**src/rtl/regpair_sequencer_if.sv**
```systemverilog
// Bus between the register-pair sequencer, its control unit and the 8-bit register file.
// master = sequencer side; slave = control unit plus register file side.
// Optional REGPAIR_X5FLAG_EN adds the x5 undocumented-flag output.
// Control group: start, op, pair, pdin -> seq; pdout, busy, done, err <- seq.
// Regfile group: r1enb/r1add, r2enb/r2add, wrenb/waddr/wdata <- seq; r1dat, r2dat -> seq.
interface regpair_sequencer_if #(
  parameter int DATASIZE = 8,
  parameter int ADDRSIZE = 3
);
  logic                    start;
  logic [1:0]              op;
  logic [ADDRSIZE-2:0]     pair;
  logic [2*DATASIZE-1:0]   pdin;
  logic [2*DATASIZE-1:0]   pdout;
  logic                    busy;
  logic                    done;
  logic                    err;
  logic                    r1enb;
  logic                    r2enb;
  logic [ADDRSIZE-1:0]     r1add;
  logic [ADDRSIZE-1:0]     r2add;
  logic [DATASIZE-1:0]     r1dat;
  logic [DATASIZE-1:0]     r2dat;
  logic                    wrenb;
  logic [ADDRSIZE-1:0]     waddr;
  logic [DATASIZE-1:0]     wdata;
`ifdef REGPAIR_X5FLAG_EN
  logic                    x5;

  modport master (
    input  start, op, pair, pdin, r1dat, r2dat,
    output pdout, busy, done, err, r1enb, r2enb, r1add, r2add, wrenb, waddr, wdata, x5
  );
  modport slave (
    output start, op, pair, pdin, r1dat, r2dat,
    input  pdout, busy, done, err, r1enb, r2enb, r1add, r2add, wrenb, waddr, wdata, x5
  );
`else
  modport master (
    input  start, op, pair, pdin, r1dat, r2dat,
    output pdout, busy, done, err, r1enb, r2enb, r1add, r2add, wrenb, waddr, wdata
  );
  modport slave (
    output start, op, pair, pdin, r1dat, r2dat,
    input  pdout, busy, done, err, r1enb, r2enb, r1add, r2add, wrenb, waddr, wdata
  );
`endif
endinterface

```
**src/rtl/regpair_sequencer.sv**
```systemverilog
// Purpose: 16-bit pair ops (INX, DCX, LDP, STP) on the 2R/1W 8-bit register file.
// Latency: done after 5 cycles (INX/DCX) or 3 cycles (LDP/STP) from the start cycle.
// Backpressure: start is taken only in IDLE; while busy it is ignored, pair 3 pulses err.
// Ports: clk_i, rst_ni (async active-low), bus (regpair_sequencer_if.master).
// Option: REGPAIR_X5FLAG_EN adds bus.x5, the 8085 K/X5 wrap flag, updated at DONE.
module regpair_sequencer #(
  parameter int DATASIZE = 8,
  parameter int ADDRSIZE = 3
) (
  input  logic                  clk_i,
  input  logic                  rst_ni,
  regpair_sequencer_if.master   bus
);
  localparam int PW = 2 * DATASIZE;
  localparam int CW = ADDRSIZE - 1;

  localparam logic [1:0] OP_INX = 2'd0;
  localparam logic [1:0] OP_DCX = 2'd1;
  localparam logic [1:0] OP_LDP = 2'd2;
  localparam logic [1:0] OP_STP = 2'd3;

  typedef enum logic [2:0] {S_IDLE, S_READ, S_EXEC, S_WRLO, S_WRHI, S_DONE} state_e;

  state_e          state_q, state_d;
  logic [1:0]      op_q;
  logic [CW-1:0]   pair_q;
  logic [PW-1:0]   tmp_q, tmp_d;
  logic [PW-1:0]   pdout_q;
  logic            err_q;
  logic            accept, reject;
  logic [ADDRSIZE-1:0] hi_addr, lo_addr;

  // The all-ones pair code (3) has no register pair behind it.
  assign accept = (state_q == S_IDLE) && bus.start && (bus.pair != {CW{1'b1}});
  assign reject = (state_q == S_IDLE) && bus.start && (bus.pair == {CW{1'b1}});

  // High byte lives in the even register, low byte in the odd one (B/C, D/E, H/L).
  assign hi_addr = {pair_q, 1'b0};
  assign lo_addr = {pair_q, 1'b1};

  // State register
  always_ff @(posedge clk_i or negedge rst_ni) begin
    if (!rst_ni) state_q <= S_IDLE;
    else         state_q <= state_d;
  end

  // Next-state logic
  always_comb begin
    state_d = state_q;
    case (state_q)
      S_IDLE: if (accept) state_d = (bus.op == OP_STP) ? S_WRLO : S_READ;
      S_READ: state_d = S_EXEC;
      S_EXEC: state_d = (op_q == OP_LDP) ? S_DONE : S_WRLO;
      S_WRLO: state_d = S_WRHI;
      S_WRHI: state_d = S_DONE;
      S_DONE: state_d = S_IDLE;
      default: state_d = S_IDLE;
    endcase
  end

  // Working value: pdin for STP, read data for the others, then +/-1 in EXEC.
  always_comb begin
    tmp_d = tmp_q;
    case (state_q)
      S_IDLE: if (accept) tmp_d = bus.pdin;
      S_READ: tmp_d = {bus.r1dat, bus.r2dat};
      S_EXEC: begin
        if (op_q == OP_INX)      tmp_d = tmp_q + PW'(1);
        else if (op_q == OP_DCX) tmp_d = tmp_q - PW'(1);
      end
      default: tmp_d = tmp_q;
    endcase
  end

  always_ff @(posedge clk_i or negedge rst_ni) begin
    if (!rst_ni) begin
      op_q    <= OP_INX;
      pair_q  <= '0;
      tmp_q   <= '0;
      pdout_q <= '0;
      err_q   <= 1'b0;
    end else begin
      if (accept) begin
        op_q   <= bus.op;
        pair_q <= bus.pair;
      end
      tmp_q <= tmp_d;
      err_q <= reject;
      // Loading on entry to DONE makes the result visible in the same cycle as done.
      if (state_d == S_DONE) pdout_q <= tmp_d;
    end
  end

`ifdef REGPAIR_X5FLAG_EN
  logic x5_q;
  always_ff @(posedge clk_i or negedge rst_ni) begin
    if (!rst_ni) begin
      x5_q <= 1'b0;
    end else if (state_d == S_DONE) begin
      x5_q <= ((op_q == OP_INX) && (tmp_d == {PW{1'b0}})) ||
              ((op_q == OP_DCX) && (tmp_d == {PW{1'b1}}));
    end
  end
  assign bus.x5 = x5_q;
`endif

  assign bus.pdout = pdout_q;
  assign bus.err   = err_q;

  // Output logic: regfile ports are quiet (zero) outside their own states.
  always_comb begin
    bus.busy  = (state_q != S_IDLE);
    bus.done  = (state_q == S_DONE);
    bus.r1enb = 1'b0;
    bus.r2enb = 1'b0;
    bus.r1add = '0;
    bus.r2add = '0;
    bus.wrenb = 1'b0;
    bus.waddr = '0;
    bus.wdata = '0;
    case (state_q)
      S_READ: begin
        bus.r1enb = 1'b1;
        bus.r1add = hi_addr;
        bus.r2enb = 1'b1;
        bus.r2add = lo_addr;
      end
      S_WRLO: begin
        bus.wrenb = 1'b1;
        bus.waddr = lo_addr;
        bus.wdata = tmp_q[DATASIZE-1:0];
      end
      S_WRHI: begin
        bus.wrenb = 1'b1;
        bus.waddr = hi_addr;
        bus.wdata = tmp_q[PW-1:DATASIZE];
      end
      default: ;
    endcase
  end
endmodule

```
**src/flat_wrapper.sv**
```systemverilog
// flat-port wrapper written by rule: the top's interface ports become plain ports
module regpair_sequencer_flat 
#(
  parameter int DATASIZE = 8,
  parameter int ADDRSIZE = 3
)
  (clk_i, rst_ni, bus_start, bus_op, bus_pair, bus_pdin, bus_r1dat, bus_r2dat, bus_pdout, bus_busy, bus_done, bus_err, bus_r1enb, bus_r2enb, bus_r1add, bus_r2add, bus_wrenb, bus_waddr, bus_wdata);
  regpair_sequencer_if #(.DATASIZE(DATASIZE), .ADDRSIZE(ADDRSIZE)) bus_i ();
  input  logic clk_i;
  input  logic rst_ni;
  input wire logic [$bits(bus_i.start)-1:0] bus_start;
  input wire logic [$bits(bus_i.op)-1:0] bus_op;
  input wire logic [$bits(bus_i.pair)-1:0] bus_pair;
  input wire logic [$bits(bus_i.pdin)-1:0] bus_pdin;
  input wire logic [$bits(bus_i.r1dat)-1:0] bus_r1dat;
  input wire logic [$bits(bus_i.r2dat)-1:0] bus_r2dat;
  output wire logic [$bits(bus_i.pdout)-1:0] bus_pdout;
  output wire logic [$bits(bus_i.busy)-1:0] bus_busy;
  output wire logic [$bits(bus_i.done)-1:0] bus_done;
  output wire logic [$bits(bus_i.err)-1:0] bus_err;
  output wire logic [$bits(bus_i.r1enb)-1:0] bus_r1enb;
  output wire logic [$bits(bus_i.r2enb)-1:0] bus_r2enb;
  output wire logic [$bits(bus_i.r1add)-1:0] bus_r1add;
  output wire logic [$bits(bus_i.r2add)-1:0] bus_r2add;
  output wire logic [$bits(bus_i.wrenb)-1:0] bus_wrenb;
  output wire logic [$bits(bus_i.waddr)-1:0] bus_waddr;
  output wire logic [$bits(bus_i.wdata)-1:0] bus_wdata;
  assign bus_i.start = bus_start;
  assign bus_i.op = bus_op;
  assign bus_i.pair = bus_pair;
  assign bus_i.pdin = bus_pdin;
  assign bus_i.r1dat = bus_r1dat;
  assign bus_i.r2dat = bus_r2dat;
  assign bus_pdout = bus_i.pdout;
  assign bus_busy = bus_i.busy;
  assign bus_done = bus_i.done;
  assign bus_err = bus_i.err;
  assign bus_r1enb = bus_i.r1enb;
  assign bus_r2enb = bus_i.r2enb;
  assign bus_r1add = bus_i.r1add;
  assign bus_r2add = bus_i.r2add;
  assign bus_wrenb = bus_i.wrenb;
  assign bus_waddr = bus_i.waddr;
  assign bus_wdata = bus_i.wdata;
  regpair_sequencer #(.DATASIZE(DATASIZE), .ADDRSIZE(ADDRSIZE)) u_core (.clk_i(clk_i), .rst_ni(rst_ni), .bus(bus_i));
endmodule
```
**config.mk**
```make
export PLATFORM = sky130hd
export DESIGN_NAME = regpair_sequencer_flat
export DESIGN_NICKNAME = d
export VERILOG_FILES = /design/src/rtl/regpair_sequencer_if.sv /design/src/rtl/regpair_sequencer.sv /design/src/flat_wrapper.sv
export SDC_FILE = /design/constraint.sdc
export NUM_CORES = 1
export LEC_CHECK = 0
export CELL_PAD_IN_SITES_DETAIL_PLACEMENT = 0
export CELL_PAD_IN_SITES_GLOBAL_PLACEMENT = 1
export CORE_MARGIN = 2
export CORE_UTILIZATION = 30
export DETAILED_ROUTE_END_ITERATION = 8
export GPL_ROUTABILITY_DRIVEN = 1
export GPL_TIMING_DRIVEN = 0
export PLACE_DENSITY_LB_ADDON = 0.2
export SYNTH_ARGS = -nofsm -noshare
export SYNTH_HDL_FRONTEND = slang
export SYNTH_SLANG_ARGS = --single-unit
```
**constraint.sdc**
```tcl
create_clock -name clk_i -period 2.4 [get_ports clk_i]
set_clock_uncertainty 0.1 [all_clocks]
set_input_delay 0.24 -clock clk_i [delete_from_list [all_inputs] [get_ports clk_i]]
set_output_delay 0.24 -clock clk_i [all_outputs]
set_load 0.005 [all_outputs]
```
==> impl_metrics.csv <==
group,metric,value,unit
synth,seq_area_frac_synth,0.3439,
global_routing,grt_use_total,0.2104,
placed_design,pre_cts_slack,-0.2125,ns
worst_hold_path,min_path_type,"in2async",
pwr,total_power,0.005318,W
global_routing,grt_overflow,0,
floorplan,core_area,9328,µm²
synth,ys_async_sr_fraction,1.000,
sta,slew_headroom,0.5844,
sta,fin_crit,2.436,ns
sta,setup_viol,1,
floorplan,boundaryPins,78,
pwr,p_leak,1.706,nW
floorplan,start_util,0.3120,
route,drt-vias-per-instance,5.293,
sta,hold_ws,0.1936,ns
placed_design,dp_hpwl,7660,µm
clock_network,cts_tree,"yes",
sta,finalHoldViolCount,0,
clock_network,clkLatencyLatePin,0.29,ns
route,drc,0,
route,num_vias,3107,
worst_setup_path,crit_path_top_delay_cell,"or4_4",
worst_setup_path,worstReg2RegEnd,"u_core.tmp_q[15]",
floorplan,die_x,102.5,µm
synth,yosys_warnings,0,
clock_network,root_buffer,"clkbuf_8",
worst_setup_path,reg2regPathDepth,6,
floorplan,die_y,102.5,µm
global_routing,antenna_found_initial,0,
placed_design,place.gp.congestion,0.8941,
route,wl_per_cell,18.13,µm
floorplan,core.rowCount,35,
placed_design,port_buffers,76,
global_routing,grt_pass1_vias,3109,
synth,synth_cell_types,63,
route,ant_nets,0,
final_layout,drive_gt1_frac,0.1856,
global_routing,grt_max_degree,37,
job,cap_violations,0,
worst_setup_path,path_delay_family,"simple AND/OR/NAND/NOR gates",
sta,grt_setup_unrepaired,"true",
floorplan,dieArea,10510,µm²
sta,max_freq,410.5,MHz
synth,syn_area,2910,µm²
sta,finalCritPeriodShare,1.015,
global_routing,grt_pass1_wl,16720,µm
worst_setup_path,cp.required,2.51,ns
sta,tightest_slew,0.6234,ns
clock_network,cts_buffers,5,
worst_setup_path,r2r-start,"u_core.op_q[1]",
final_layout,mostFrequentLayoutCell,"clkdlybuf4s50_1",
worst_setup_path,path_max_fanout,5,
worst_setup_path,end_kind,"flip-flop",
clock_network,htreeDepth,2,
clock_network,cts_buffer_depth,2,
synth,synth_edf_count,0,
synth,syn_inst,360,
outcome,violations,"negative setup slack",
pwr,power.density,1266,nW/µm²
worst_setup_path,rrSetupSlack,-0.04,ns
worst_setup_path,start_kind,"flip-flop",
worst_setup_path,cp_slowest_stage_delay,0.54,ns
worst_setup_path,crit_top_cell,"or4_4",
synth,synth-seq-cells,40,
final_layout,fin_util,0.4504,
worst_setup_path,worstSetupPathType,"reg2reg",
pwr,peakVddDrop,0.4876,mV
worst_setup_path,cp_cell_sequence,"or4_4, buf_6, or4_4, o32ai_4, nor3_2, a211oi_2",
final_layout,layout.nets,499,
final_layout,area_growth,44.37,%
final_layout,final_cell_mix,"clkdlybuf4s50_1 (72), nand2_1 (45), o21ai_0 (35), nor2_1 (34), dfrtp_1 (34)",
worst_setup_path,path_buf_inv,1,
route,routed_wl,10640,µm
sta,slew_viol_final,0,
outcome,status,"finished, violations left",
clock_network,clock_sinks,40,
route,first_pass_iters,4,
final_layout,antennaDiodeCount,0,
synth,synth_nets,401,
sta,layout_setup_ws,-0.03612,ns
route,drt_iter0_drc,186,
worst_setup_path,cp.arrival,2.55,ns
synth,avgSynthCellArea,8.084,µm²
clock_network,clk_pin_slew,0.08,ns
synth,synth_ff_type,"dfrtp_1",
[cells in the mapped netlist (3+ instances only)]
| cell type | number | area (µm²) |
|---|---|---|
| a21o_1 | 6 | 45.04 |
| a21oi_1 | 21 | 105.1 |
| a221oi_1 | 3 | 26.28 |
| a222oi_1 | 3 | 30.03 |
| a22o_1 | 8 | 70.07 |
| a31oi_1 | 3 | 18.77 |
| and2_1 | 4 | 25.02 |
| buf_2 | 5 | 25.02 |
| buf_4 | 5 | 37.54 |
| clkbuf_1 | 24 | 90.09 |
| dfrtp_1 | 40 | 1001 |
| inv_1 | 10 | 37.54 |
| mux2_2 | 5 | 56.30 |
| mux2i_1 | 9 | 90.09 |
| nand2_1 | 45 | 168.9 |
| nand2b_1 | 3 | 18.77 |
| nand3_1 | 3 | 15.01 |
| nand4_1 | 3 | 18.77 |
| nor2_1 | 37 | 138.9 |
| nor2b_1 | 4 | 25.02 |
| nor3_1 | 4 | 20.02 |
| nor4_1 | 3 | 18.77 |
| o211ai_1 | 6 | 45.04 |
| o21a_1 | 8 | 60.06 |
| o21ai_0 | 35 | 175.2 |
| o22ai_1 | 3 | 18.77 |
| o32ai_1 | 3 | 26.28 |
| or2_2 | 6 | 37.54 |
| or3_1 | 7 | 43.79 |
| or4_1 | 3 | 22.52 |
[repair_timing]
action / in CTS / in global routing
buffers inserted: 11 / 8
pin swaps: 7 / 6
hold endpoints to repair: 40 / 0
gates resized for setup: 36 / 20
hold buffers: 1 / 0
setup endpoints to repair: 40 / 26
[cell type report]
cell class                 count  area, µm²
buffer                        30      187.7
clock buffer                   6      72.57
clock inverter                 1      5.005
fill                         988       5126
inverter                      10      40.04
multi-input combinational    274       1782
sequential                    40       1008
tap                          129      161.4
timing repair buffer          97      944.7
[per-layer routing]
metal,part of all wire,GRT usage
met1,0.45,0.2881
met2,0.48,0.3434
met3,0.059,0.03864
met4,0.015,0.05436
met5,0,0
[flip-flops by register name, indices dropped and copies added (netlist names)]
register,flops
u_core.state_q,3
u_core.bus.err,1
u_core.op_q,2
u_core.pair_q,2
u_core.bus.pdout,16
u_core.tmp_q,16
[kinds of logic (layout without fill, tap and decap cells)]
| logic type | count (synthesis) | after routing | synth area share |
|---|---|---|---|
| compound gates | 119 | 119 | 0.2808 |
| simple gates | 135 | 135 | 0.2309 |
| mux | 15 | 15 | 0.05804 |
| xor+xnor | 2 | 2 | 0.006020 |
| buf+inv | 46 | 144 | 0.07051 |
| flops | 40 | 40 | 0.3439 |
| other cells | 1 | 1 | 0.001289 |
| fa+ha+maj | 2 | 2 | 0.008597 |
[worst max-delay path by stage]
stage / start / end / slack (ns) / depth (start not counted)
global placement: bus_start / u_core.bus.pdout[14] / -0.22 / 7
global route: u_core.op_q[1] / u_core.tmp_q[15] / -0.07 / 6
detailed placement: u_core.state_q[1] / bus_r2enb / -0.21 / 7
finish: u_core.op_q[1] / u_core.tmp_q[15] / -0.04 / 6
CTS: u_core.tmp_q[1] / u_core.bus.pdout[14] / -0.03 / 6
floorplan: u_core.tmp_q[2] / u_core.tmp_q[15] / 0.09 / 7
[metrics by stage]
step                       TNS, ns  cells  area (µm²)
after CTS                 -0.04159    580        4085
after detailed placement    -3.249    566        3847
after global placement      -10.43    565        3832
final                     -0.03612    587        4202
after global routing       -0.1245    587        4202
after floorplan                  0    360        2910
[power breakdown]
group          switching (W)  internal (W)
sequential          0.000278      0.000996
combinational        0.00187       0.00173
clock               0.000247      0.000198
total                0.00239       0.00293
Note: power is estimated with default switching activity, not from simulation.
